### src/rtl/rot_shift_pipe_if.sv
// Beat-level handshake bundle for rot_shift_pipe: input beat with per-beat
// cipher controls, and the transformed output beat with its alpha mask.
interface rot_shift_pipe_if #(
  parameter int LANES = 4
);
  logic                 in_valid;
  logic                 in_ready;
  logic [8*LANES-1:0]   din;
  logic                 mode;
  logic                 shift_en;
  logic [4:0]           shift_amt;
  logic [2:0]           rot_freq;
  logic                 restart;
  logic                 out_valid;
  logic                 out_ready;
  logic [8*LANES-1:0]   dout;
  logic [LANES-1:0]     alpha_mask;

  modport master (
    output in_valid, din, mode, shift_en, shift_amt, rot_freq, restart, out_ready,
    input  in_ready, out_valid, dout, alpha_mask
  );

  modport slave (
    input  in_valid, din, mode, shift_en, shift_amt, rot_freq, restart, out_ready,
    output in_ready, out_valid, dout, alpha_mask
  );
endinterface

### src/rtl/rot_shift_pipe.sv
// Per-lane Caesar rotation of ASCII beats, 1-cycle latency, output register + skid.
// Key rotation (beat_cnt/offset) is built only when ROT_SHIFT_KEY_ROTATE_EN is defined.
module rot_shift_pipe #(
  parameter int LANES = 4
) (
  input  logic           clk,
  input  logic           rst,
  rot_shift_pipe_if.slave bus
);
  localparam int DATA_W = 8 * LANES;

  function automatic logic [4:0] mod26(input logic [5:0] v);
    return (v >= 6'd26) ? 5'(v - 6'd26) : v[4:0];
  endfunction

  function automatic logic is_alpha(input logic [7:0] c);
    return ((c >= 8'd65) && (c <= 8'd90)) || ((c >= 8'd97) && (c <= 8'd122));
  endfunction

  // Caller guarantees c is a letter; the result wraps within the letter's case.
  function automatic logic [7:0] rot_char(input logic [7:0] c, input logic [4:0] eff,
                                          input logic dec);
    logic [7:0]        base;
    logic signed [6:0] idx;
    logic signed [6:0] s;
    logic [6:0]        s_u;
    base = (c >= 8'd97) ? 8'd97 : 8'd65;
    idx  = signed'(7'(c - base));
    s    = dec ? (idx - signed'({2'b00, eff})) : (idx + signed'({2'b00, eff}));
    if (s < 7'sd0)
      s = s + 7'sd26;
    else if (s >= 7'sd26)
      s = s - 7'sd26;
    s_u = 7'(s);
    return base + {1'b0, s_u};
  endfunction

  logic              in_ready_q;
  logic              accept;
  logic              out_xfer;
  logic [4:0]        cur_off;
  logic [4:0]        eff_p0;
  logic [DATA_W-1:0] data_p0;
  logic [LANES-1:0]  mask_p0;
  logic [DATA_W-1:0] data_p1;
  logic [LANES-1:0]  mask_p1;
  logic              vld_p1;
  logic [DATA_W-1:0] skid_data_p1;
  logic [LANES-1:0]  skid_mask_p1;
  logic              skid_vld_p1;

  assign accept   = bus.in_valid & in_ready_q;
  assign out_xfer = vld_p1 & bus.out_ready;

`ifdef ROT_SHIFT_KEY_ROTATE_EN
  logic [2:0] beat_cnt;
  logic [4:0] offset;
  logic [2:0] cnt_inc;

  // A beat accepted alongside restart already sees the cleared offset.
  assign cur_off = bus.restart ? 5'd0 : offset;
  assign cnt_inc = beat_cnt + 3'd1;

  always_ff @(posedge clk or negedge rst) begin
    if (!rst) begin
      beat_cnt <= 3'd0;
      offset   <= 5'd0;
    end else if (bus.restart) begin
      beat_cnt <= 3'd0;
      offset   <= 5'd0;
    end else if (accept && (bus.rot_freq != 3'd0)) begin
      if (cnt_inc == bus.rot_freq) begin
        beat_cnt <= 3'd0;
        offset   <= (offset == 5'd25) ? 5'd0 : offset + 5'd1;
      end else begin
        beat_cnt <= cnt_inc;
      end
    end
  end
`else
  logic unused_rot;
  assign cur_off    = 5'd0;
  assign unused_rot = ^{bus.rot_freq, bus.restart};
`endif

  // Stage p0: classify and rotate each lane combinationally from the input beat
  assign eff_p0 = mod26({1'b0, mod26({1'b0, bus.shift_amt})} + {1'b0, cur_off});

  always_comb begin
    data_p0 = bus.din;
    mask_p0 = '0;
    for (int i = 0; i < LANES; i++) begin
      if (bus.shift_en && is_alpha(bus.din[8*i +: 8])) begin
        data_p0[8*i +: 8] = rot_char(bus.din[8*i +: 8], eff_p0, bus.mode);
        mask_p0[i]        = 1'b1;
      end
    end
  end

  // Stage p1: output register backed by a one-entry skid register
  always_ff @(posedge clk or negedge rst) begin
    if (!rst) begin
      data_p1      <= '0;
      mask_p1      <= '0;
      vld_p1       <= 1'b0;
      skid_data_p1 <= '0;
      skid_mask_p1 <= '0;
      skid_vld_p1  <= 1'b0;
      in_ready_q   <= 1'b0;
    end else if (skid_vld_p1) begin
      if (out_xfer) begin
        data_p1     <= skid_data_p1;
        mask_p1     <= skid_mask_p1;
        skid_vld_p1 <= 1'b0;
        in_ready_q  <= 1'b1;
      end
    end else if (accept) begin
      if (!vld_p1 || out_xfer) begin
        data_p1    <= data_p0;
        mask_p1    <= mask_p0;
        vld_p1     <= 1'b1;
        in_ready_q <= 1'b1;
      end else begin
        skid_data_p1 <= data_p0;
        skid_mask_p1 <= mask_p0;
        skid_vld_p1  <= 1'b1;
        in_ready_q   <= 1'b0;
      end
    end else begin
      if (out_xfer)
        vld_p1 <= 1'b0;
      in_ready_q <= 1'b1;
    end
  end

  assign bus.in_ready   = in_ready_q;
  assign bus.out_valid  = vld_p1;
  assign bus.dout       = data_p1;
  assign bus.alpha_mask = mask_p1;
endmodule
### src/flat_wrapper.sv
// flat-port wrapper written by rule: the top's interface ports become plain ports
module rot_shift_pipe_flat 
#(
  parameter int LANES = 4
)
  (clk, rst, bus_in_valid, bus_din, bus_mode, bus_shift_en, bus_shift_amt, bus_rot_freq, bus_restart, bus_out_ready, bus_in_ready, bus_out_valid, bus_dout, bus_alpha_mask);
  rot_shift_pipe_if #(.LANES(LANES)) bus_i ();
  input  logic clk;
  input  logic rst;
  input wire logic [$bits(bus_i.in_valid)-1:0] bus_in_valid;
  input wire logic [$bits(bus_i.din)-1:0] bus_din;
  input wire logic [$bits(bus_i.mode)-1:0] bus_mode;
  input wire logic [$bits(bus_i.shift_en)-1:0] bus_shift_en;
  input wire logic [$bits(bus_i.shift_amt)-1:0] bus_shift_amt;
  input wire logic [$bits(bus_i.rot_freq)-1:0] bus_rot_freq;
  input wire logic [$bits(bus_i.restart)-1:0] bus_restart;
  input wire logic [$bits(bus_i.out_ready)-1:0] bus_out_ready;
  output wire logic [$bits(bus_i.in_ready)-1:0] bus_in_ready;
  output wire logic [$bits(bus_i.out_valid)-1:0] bus_out_valid;
  output wire logic [$bits(bus_i.dout)-1:0] bus_dout;
  output wire logic [$bits(bus_i.alpha_mask)-1:0] bus_alpha_mask;
  assign bus_i.in_valid = bus_in_valid;
  assign bus_i.din = bus_din;
  assign bus_i.mode = bus_mode;
  assign bus_i.shift_en = bus_shift_en;
  assign bus_i.shift_amt = bus_shift_amt;
  assign bus_i.rot_freq = bus_rot_freq;
  assign bus_i.restart = bus_restart;
  assign bus_i.out_ready = bus_out_ready;
  assign bus_in_ready = bus_i.in_ready;
  assign bus_out_valid = bus_i.out_valid;
  assign bus_dout = bus_i.dout;
  assign bus_alpha_mask = bus_i.alpha_mask;
  rot_shift_pipe #(.LANES(LANES)) u_core (.clk(clk), .rst(rst), .bus(bus_i));
endmodule
### config.mk
export PLATFORM = sky130hd
export DESIGN_NAME = rot_shift_pipe_flat
export DESIGN_NICKNAME = d
export VERILOG_FILES = /design/src/rtl/rot_shift_pipe_if.sv /design/src/rtl/rot_shift_pipe.sv /design/src/flat_wrapper.sv
export SDC_FILE = /design/constraint.sdc
export NUM_CORES = 1
export LEC_CHECK = 0
export BUFFER_PORTS_ARGS = -buffer_cell sky130_fd_sc_hd__buf_2
export CELL_PAD_IN_SITES_DETAIL_PLACEMENT = 0
export CELL_PAD_IN_SITES_GLOBAL_PLACEMENT = 1
export CORE_UTILIZATION = 40
export DETAILED_ROUTE_END_ITERATION = 10
export PLACE_DENSITY = 0.71
export SLEW_MARGIN = 10
export SYNTH_ARGS = -nofsm -noshare
export SYNTH_HDL_FRONTEND = slang
export SYNTH_SLANG_ARGS = --single-unit
### constraint.sdc
create_clock -name clk -period 2.9 [get_ports clk]
set_input_delay 0.29 -clock clk [delete_from_list [all_inputs] [get_ports clk]]
set_output_delay 0.29 -clock clk [all_outputs]
set_load 0.005 [all_outputs]
==> results of run 1 <==
-- repair_timing --
action	4_1_cts	5_1_grt
endpoints found under the hold margin	0	0
setup buffers	43	22
gates cloned	0	0
resized for setup	147	94
endpoints found under the setup margin	56	56
hold buffers	0	0
pin swaps	90	75
-- cell usage in the layout, fill, tap and decap left out, drive strengths merged, types with 16 or more instances in the layout --
cell	n
buf	452
nand2	128
nor2	95
a21oi	80
dfrtp	75
ha	59
inv	55
o21ai	55
o31ai	36
xnor2	34
nor3	32
xor2	26
and3	22
mux2i	21
nand2b	20
nand4	19
nor2b	19
a31oi	19
o211ai	16
o21a	16
nand3	16
-- report_power, final --
| group | internal [mW] | leakage [nW] | total (mW) | switching [mW] |
|---|---|---|---|---|
| combinational | 4.65 | 5.23 | 9.31 | 4.66 |
| sequential | 1.53 | 0.937 | 1.82 | 0.288 |
| clock | 0.598 | 0.135 | 1.04 | 0.440 |
-- how the worst max path moves through the flow --
stage	startpoint	end	slack (ns)	cells after the start
after floorplan	bus_din[11]	u_core.bus.dout[15]$_DFFE_PN0P_	-1.70	19
after global routing	bus_shift_amt[2]	u_core.skid_data_p1[13]$_DFFE_PN0P_	-1.61	24
after CTS	bus_din[9]	u_core.skid_data_p1[13]$_DFFE_PN0P_	-1.49	21
after detailed placement	bus_din[9]	u_core.skid_data_p1[13]$_DFFE_PN0P_	-1.89	21
after global placement	bus_din[9]	u_core.bus.dout[13]$_DFFE_PN0P_	-1.79	21
final	bus_shift_amt[1]	u_core.skid_data_p1[13]$_DFFE_PN0P_	-1.45	24
-- worst register-to-register path: stages, from the launching register on --
cell and delay [ns]:
dfrtp_2 0.35, buf_4 0.48, nand2_1 0.10, nand2_1 0.11
nand2_2 0.53, a21oi_1 0.47, o31ai_4 0.11
-- flip-flops by register name (all words and copies together) (netlist names) --
register and flops:
u_core.skid_vld_p1 1, u_core.skid_mask_p1 4, u_core.skid_data_p1 32, u_core.bus.dout 32, u_core.bus.in_ready 1, u_core.bus.alpha_mask 4
u_core.bus.out_valid 1
-- cell type report --
cell class | count | share of cell area (%)
Sequential cell | 75 | 13.3
Timing Repair Buffer | 452 | 24.2
Clock buffer | 11 | 1.72
Multi-Input combinational cell | 895 | 56.5
Tap cell | 270 | 2.39
Inverter | 56 | 1.77
Clock inverter | 4 | 0.195
-- routing by layer --
metal  vias to the layer above  wire [um]  global-route usage, %
li1                       4781          -                      -
met1                      4625      14000                   37.5
met2                       183      14300                   46.0
met3                        37       1020                   3.19
met4                         0        418                   5.36
met5                         -          0                      0
-- stage by stage --
stage                     util [%]  worst slack [ns]  cells  area [sq um]
after detailed placement      60.1             -1.89   1687         12200
after floorplan                  -             -1.70   1064          9290
after global routing          69.7             -1.61   1763         14100
final                         69.7             -1.45   1763         14100
after CTS                     66.6             -1.49   1744         13500
after global placement        60.1             -1.79   1687         12200
-- logic make-up after synthesis --
family | synth area share [%]
and+or+nand+nor | 25.9
AOI/OAI and AO/OA | 26.2
buffers and inverters | 4.70
DFF | 22.5
adders and majority gates | 9.82
xor gates and xnor gates | 6.40
muxes | 4.42
==> results.txt, run 1 <==
- Signed area change from the synthesized netlist to the final layout: 69.9%
- Data arrives at the worst endpoint at 4.55 ns.
- The number of antenna violations at the first check in global routing came to 1.
- Setup violations remaining at the end of the flow were counted as 56.
- Proportion of netlist area held by the largest area contributor: 22.5%
- Across all hold checks on the routed design, the worst slack comes to 0.0977 ns.
- Count of maximum capacitance violations: 0
- Across the routed clock network, the largest skew measured is 0.00868 ns.
- Dividing the detail-routed wire length by the instance count gives 16.8 um.
* Biggest cell delay along the critical path: 0.35 ns
- In this run the vertical extent of the chip is 146 um.
- The signal on the critical path passes through buf_6 -> inv_4 -> ha_4 -> buf_4 -> and2_0 -> o21ai_2 -> o31ai_1 -> buf_4 -> xnor2_4 -> ha_4 -> a211o_1 -> nand2_1 -> xor2_1 -> buf_4 -> o31a_1 -> buf_4 -> buf_4 -> buf_6 -> or3_4 -> and3b_1 -> nor2_2 -> a311oi_4 -> mux2i_1 -> o31ai_1.
- Net Count, Synth: 1174
- Dominant cells by area after synthesis: dfrtp_1, ha_1, nand2_1, a21oi_1, nor2_1
- Number of I/O pins: 85
* Instance count of the mapped netlist: 1064
- Remaining global-route overflow: 0
- Setup repair after global routing missed its margin: true
- Routability-driven placement finished with a final weighted congestion of 0.878.
- Setup Crit Path Kind: input pin to register
- FF-to-FF setup slack: 0.61 ns
* DR DRC count: 0
* Via count of the first global-routing pass: 9301
- After detailed routing, the number of vias per cell comes to 5.46.
- The H-tree was split into 3 levels.
* Worst slew margin relative to its limit: 27.3%
- Counting the buffers created by CTS gives 9.
* Maximum fanout along the worst path: 4
* Nets: 1599
* Shortest clock period the worst path allows after layout: 4.35 ns
- Syn Area/Cell: 7.83 sq um
* Worst Setup Slack, final: -1.45 ns
- Core Area: 20300 sq um
* Largest vdd supply drop: 0.478 mV
- TritonCTS built the clock tree.
- The tree is rooted in a clkbuf_16.
- Transition time at the pin with the least slew margin: 1.08 ns
- Summing all multi-input logic gate instances after layout gives 7990 sq um.
- Global routing consumed, over all layers together, 27.2% of the routing resources.
- Hold Fails Final Rpt: 0
- Combined buffer and inverter count along the critical path: 8
* Unique cell type count in the Yosys netlist: 86
* Fraction of synthesis flops using an asynchronous set or reset pin: 100%
- The final reports fail on negative setup slack.
- Crit path max-delay family: compound AO/OA/AOI/OAI gates
* Synth warn: 0
- Via Count: 9626
- Ys flop type: dfrtp_1
- STA classifies the critical path endpoint as a register.
- For this design the static power due to leakage is 6.30 nW.
- Cell with the most instances after synthesis: nand2_1
* End of the worst register-to-register path: u_core.bus.dout[31]$_DFFE_PN0P_
- Antenna-violating nets left: 0
* Die footprint: 21400 sq um
* Critical path startpoint category: input pin
* Buffer levels on the longest clock path: 2
- The largest total area in the synthesized netlist belongs to dfrtp_1.
- Hpwl dp: 22000 um
- Counting every sink on the clock net gives 75.
- Clock Pin Slew Worst Setup and Hold Paths: 0.06 ns
- Count of buffers from port buffering: 80
- Status: finished with violations
* Most prevalent standard cell on the critical path: buf_4
* Pins over their slew limit: 0
* Synthesized cell area: 8330 sq um
- Starting Density: 41.0%
- After synthesis, flip-flops and latches occupy 22.5% of the total area.
* Latest clock arrival within the worst-skew pair: 0.34 ns
- Count of flip-flops with a built-in enable after synthesis: 0
* Routed Wire Length: 29700 um
* Pwr Density: 860 nW/um^2
- Die boundary width: 146 um
- The first global-routing pass estimated 47100 um of wire.
* Total of flip-flops plus latches after synthesis: 75
- Total negative slack: -64.16 ns
- Register area: 1880 sq um
- The commonest cells after synthesis are nand2_1, nor2_1, a21oi_1.
- Standard-cell rows: 52
- Cell count of the worst reg-to-reg path: 6
* Share of final-layout standard cells stronger than drive strength 1: 50.8%
* Overall power after layout: 12.2 mW
- Max Clock Freq: 230 MHz
- For the worst setup path, the data required time is 3.10 ns.
* Antenna diode count: 0
- Violation count after the first detailed-routing iteration: 479
- In this run the worst hold path is classified as input pin to asynchronous set/reset pin.
- Launching point of the worst reg2reg path: u_core.skid_vld_p1$_DFF_PN0_
- Counting the fill cells in the layout gives 1662.
- Largest net degree at the start of global routing: 76
- Final worst path period share: 150%
- The first detailed-routing pass ran for 5 iterations.
- On the critical path, the stage with the largest delay is an instance of a211o_1.
Note: power is estimated with default switching activity, not from simulation.
==> inputs of run 2 (changes only) <==
--- a/config.mk
+++ b/config.mk
@@ -8,9 +8,10 @@
 export BUFFER_PORTS_ARGS = -buffer_cell sky130_fd_sc_hd__buf_2
 export CELL_PAD_IN_SITES_DETAIL_PLACEMENT = 0
 export CELL_PAD_IN_SITES_GLOBAL_PLACEMENT = 1
-export CORE_UTILIZATION = 40
+export CORE_UTILIZATION = 25
 export DETAILED_ROUTE_END_ITERATION = 10
-export PLACE_DENSITY = 0.71
+export PLACE_DENSITY = 0.47
+export RECOVER_POWER = 100
 export SLEW_MARGIN = 10
 export SYNTH_ARGS = -nofsm -noshare
 export SYNTH_HDL_FRONTEND = slang
==> results.txt, run 2 (synthesis gave the netlist of run 1 again) <==
- The maximum single-stage delay on the critical path is 0.51 ns (was 0.35 ns).
- Internal Dissipation: 7.32 mW (was 6.78 mW)
- Final worst path period share: 150% (about the same)
- The worst hold path begins at bus_in_valid.
- The worst hold slack across all endpoints was 0.238 ns (was 0.0977 ns).
- The maximum net fanout on the critical path is 5 (was 4).
- Clk sinks: 75 (unchanged)
- The detailed-placement wirelength estimate is 25300 um (was 22000 um).
- The post-synthesis to final-layout area growth came to 81.0% (was 69.9%).
- Worst Hold Path EP: u_core.bus.out_valid$_DFFE_PN0P_
- The kind of launch point of the worst setup path is an input pin (unchanged).
* Status: finished with violations (unchanged)
- The endpoint class of the critical path is a register (unchanged).
- Antenna diode count: 0 (unchanged)
- Cell with the largest stage delay on the worst path: mux4_2 (was a211o_1)
* Routed Wire Length: 32500 um (was 29700 um)
- The maximum clock rate was 229 MHz (was 230 MHz).
- The count of H-tree levels built during CTS came to 3 (unchanged).
- Die footprint: 34100 sq um (was 21400 sq um)
- The largest net degree at the start of global routing came to 59 (was 76).
* Critical path depth: 22 (was 24)
* FF-to-FF setup slack: 0.16 ns (was 0.61 ns)
* Pwr Density: 858 nW/um^2 (was 860 nW/um^2)
- The clock power share was 9.9% (was 8.5%).
- Total clock buffers created by CTS: 9 (unchanged)
- The worst-case vdd ir drop was 0.351 mV (was 0.478 mV).
- The kind of cell with the highest combined delay on the critical path is compound AO/OA/AOI/OAI gates (unchanged).
- The overall routing resource usage came to 19.1% (was 27.2%).
- Antenna-violating nets left: 0 (unchanged)
- The most common cell after layout, fill and taps aside is buf_4 (unchanged).
* Latest clock arrival within the worst-skew pair: 0.34 ns (about the same)
- Clock Pin Slew Worst Setup and Hold Paths: 0.06 ns (about the same)
* Last weighted congestion value of the routability-driven placer: 0.834 (was 0.878)
- The relative contribution of sequential cells to total power was 14.1% (was 14.9%).
- The fraction of power spent switching nets was 43.4% (was 44.3%).
- The worst setup skew after layout came to 0.00541 ns (was 0.00868 ns).
- Cell count of the worst reg-to-reg path: 4 (was 6)
* Register area: 1880 sq um (unchanged)
* Hold/Removal Path Class: input pin to register (was input pin to asynchronous set/reset pin)
- The number of pins with negative max-slew slack in the final report came to 59 (was 0).
* Transition time at the pin with the least slew margin: 1.54 ns (was 1.08 ns)
* Filler Cell Count: 3204 (was 1662)
- The fraction of final layout cells with drive strength greater than 1 came to 50.8% (about the same).
- Failing checks: max-capacitance violations, max-slew violations, negative setup slack (was negative setup slack)
- Net Switching: 5.61 mW (was 5.38 mW)
- The reg-to-reg startpoint is u_core.bus.in_ready$_DFFE_PN0P_ (was u_core.skid_vld_p1$_DFF_PN0_).
* Combined buffer and inverter count along the critical path: 4 (was 8)
- First-pass GRT wire length: 51000 um (was 47100 um)
- Via Count: 9630 (was 9626)
* Most prevalent standard cell on the critical path: ha_4 (was buf_4)
* First-pass DRT Iterations: 5 (unchanged)
* Data arrival at the endpoint of the critical path: 4.58 ns (was 4.55 ns)
- The worst hold path passes through 3 cells.
* Avg Vias per Cell: 4.81 (was 5.46)
- The final period demand of the worst path was 4.36 ns (was 4.35 ns).
- The cell row count is 66 (was 52).
- Violation count after the first detailed-routing iteration: 337 (was 479)
* Core Area: 32600 sq um (was 20300 sq um)
- TritonCTS clock tree: done (unchanged)
* End of the worst register-to-register path: u_core.skid_data_p1[18]$_DFFE_PN0P_ (was u_core.bus.dout[31]$_DFFE_PN0P_)
- Nets: 1664 (was 1599)
* Starting Density: 25.5% (was 41.0%)
- The number of antenna violations at the first check in global routing was 0 (was 1).
- The number of port buffers came to 80 (unchanged).
- Share of total power in combinational logic: 76.0% (was 76.5%)
* Worst Setup Slack, final: -1.46 ns (was -1.45 ns)
- Hold Fails Final Rpt: 0 (unchanged)
* Setup repair after global routing missed its margin: true (unchanged)
- The static power due to leakage is 6.54 nW (was 6.30 nW).
- DR DRC count: 0 (unchanged)
- The required time at the endpoint of the critical path came to 3.12 ns (was 3.10 ns).
* Total negative slack: -66.65 ns (was -64.16 ns)
- The floorplan die width is 185 um (was 146 um).
- Cell Chain, Critical Path: buf_8 -> inv_8 -> ha_4 -> or4b_4 -> o21a_1 -> a21o_1 -> inv_2 -> ha_4 -> xnor2_4 -> ha_4 -> nor3b_4 -> a311o_1 -> a311oi_4 -> o31a_1 -> buf_4 -> o211ai_1 -> mux4_2 -> o2111ai_4 -> nand2b_4 -> a311oi_4 -> a2111oi_4 -> o31ai_1 (was buf_6 -> inv_4 -> ha_4 -> buf_4 -> and2_0 -> o21ai_2 -> o31ai_1 -> buf_4 -> xnor2_4 -> ha_4 -> a211o_1 -> nand2_1 -> xor2_1 -> buf_4 -> o31a_1 -> buf_4 -> buf_4 -> buf_6 -> or3_4 -> and3b_1 -> nor2_2 -> a311oi_4 -> mux2i_1 -> o31ai_1).
- Cell chosen for the clock root: clkbuf_16 (unchanged)
* Wire per inst: 16.3 um (was 16.8 um)
- Commonest cells after routing, fill and taps aside: buf_4, nand2_1, nor2_1, dfrtp_1, a21oi_1 (was buf_4, nand2_1, nor2_1, dfrtp_1, buf_2)
- The number of primary I/O pins was 85 (unchanged).
- The overall overflow remaining after global route was 0 (unchanged).
- Vertical extent of the die: 185 um (was 146 um)
- The worst-case headroom to the max-slew limit is -2.44% (was 27.3%).
- The max-cap check violation count is 1 (was 0).
* Setup violation total in the final timing report: 56 (unchanged)
* Finished Core Util: 46.2% (was 69.7%)
- Setup Crit Path Kind: input pin to register (unchanged)
- The number of global-route vias before repair came to 9472 (was 9301).
* Buffer levels on the longest clock path: 2 (unchanged)
- Area of the multi-input gates: 8130 sq um (was 7990 sq um)
==> run 2: cell types whose count changed in the layout (fill, tap and decap cells not counted), moves of 4 or more <==
cell / change
o31ai_2: -4
clkbuf_1: +37
buf_2: -34
o22ai_2: -4
nor2_1: -6
buf_4: +38
buf_6: +15
a31oi_4: +4
a31oi_1: -4
nor2_2: +5
==> run 2: layout make-up <==
cell class              instances  share of cell area, %
clock buffers                  11                   1.68
clock inverters                 5                  0.556
inverters                      56                   1.71
multi-input cells             895                   53.9
flip-flops and latches         75                   12.5
well taps                     442                   3.67
repair buffers                517                   26.0
==> run 2: worst register-to-register path, delay by kind of cell, from the launching register on <==
kind | cells | cell delay (ns)
buffers and inverters | 1 | 0.70
DFF | 1 | 0.40
muxes | 1 | 0.35
and+or+nand+nor | 2 | 1.20
==> run 2: routing by layer <==
layer  global-route usage, %  up-vias  share of wire [%]
li1                        -     4899                  -
met4                    3.87        0                1.3
met2                    32.1      129                 48
met5                       0        -                  0
met1                    26.8     4580                 49
met3                    1.36       22                2.1
==> run 2: power groups by stage <==
stage	Combinational (mW)	Clock, mW	Sequential [mW]
5_1_grt	10.7	1.35	1.89
2_1_floorplan	4.53	0	1.77
4_1_cts	8.96	1.31	1.82
3_5_place_dp	7.71	0	1.84
6_report	9.83	1.28	1.82
3_3_place_gp	7.70	0	1.83
==> run 2: through the flow <==
| stage | setup WS [ns] | area, sq um | power, mW | cells |
|---|---|---|---|---|
| after floorplan | -1.70 | 9290 | 6.30 | 1064 |
| after global placement | -2.01 | 12600 | 9.53 | 1881 |
| after detailed placement | -2.07 | 12600 | 9.54 | 1881 |
| after CTS | -1.52 | 14300 | 12.1 | 1967 |
| after global routing | -1.67 | 15100 | 13.9 | 2001 |
| final | -1.46 | 15100 | 12.9 | 2001 |
==> run 2: worst max path at each step <==
| stage | from | end | slack, ns |
|---|---|---|---|
| floorplan | bus_din[11] | u_core.bus.dout[15]$_DFFE_PN0P_ | -1.70 |
| global placement | bus_din[24] | u_core.bus.dout[30]$_DFFE_PN0P_ | -2.01 |
| detailed placement | bus_din[24] | u_core.bus.dout[30]$_DFFE_PN0P_ | -2.07 |
| CTS | bus_din[8] | u_core.bus.dout[13]$_DFFE_PN0P_ | -1.52 |
| global route | bus_din[8] | u_core.bus.dout[12]$_DFFE_PN0P_ | -1.67 |
| finish | bus_din[8] | u_core.bus.dout[15]$_DFFE_PN0P_ | -1.46 |
==> run 2: repair_timing <==
action / 4_1_cts / 5_1_grt
pin swaps: 128 / 113
setup buffers: 73 / 41
gates resized for setup: 173 / 111
hold buffers: 0 / 0
endpoints found under the setup margin: 56 / 56
hold endpoints to repair: 0 / 0
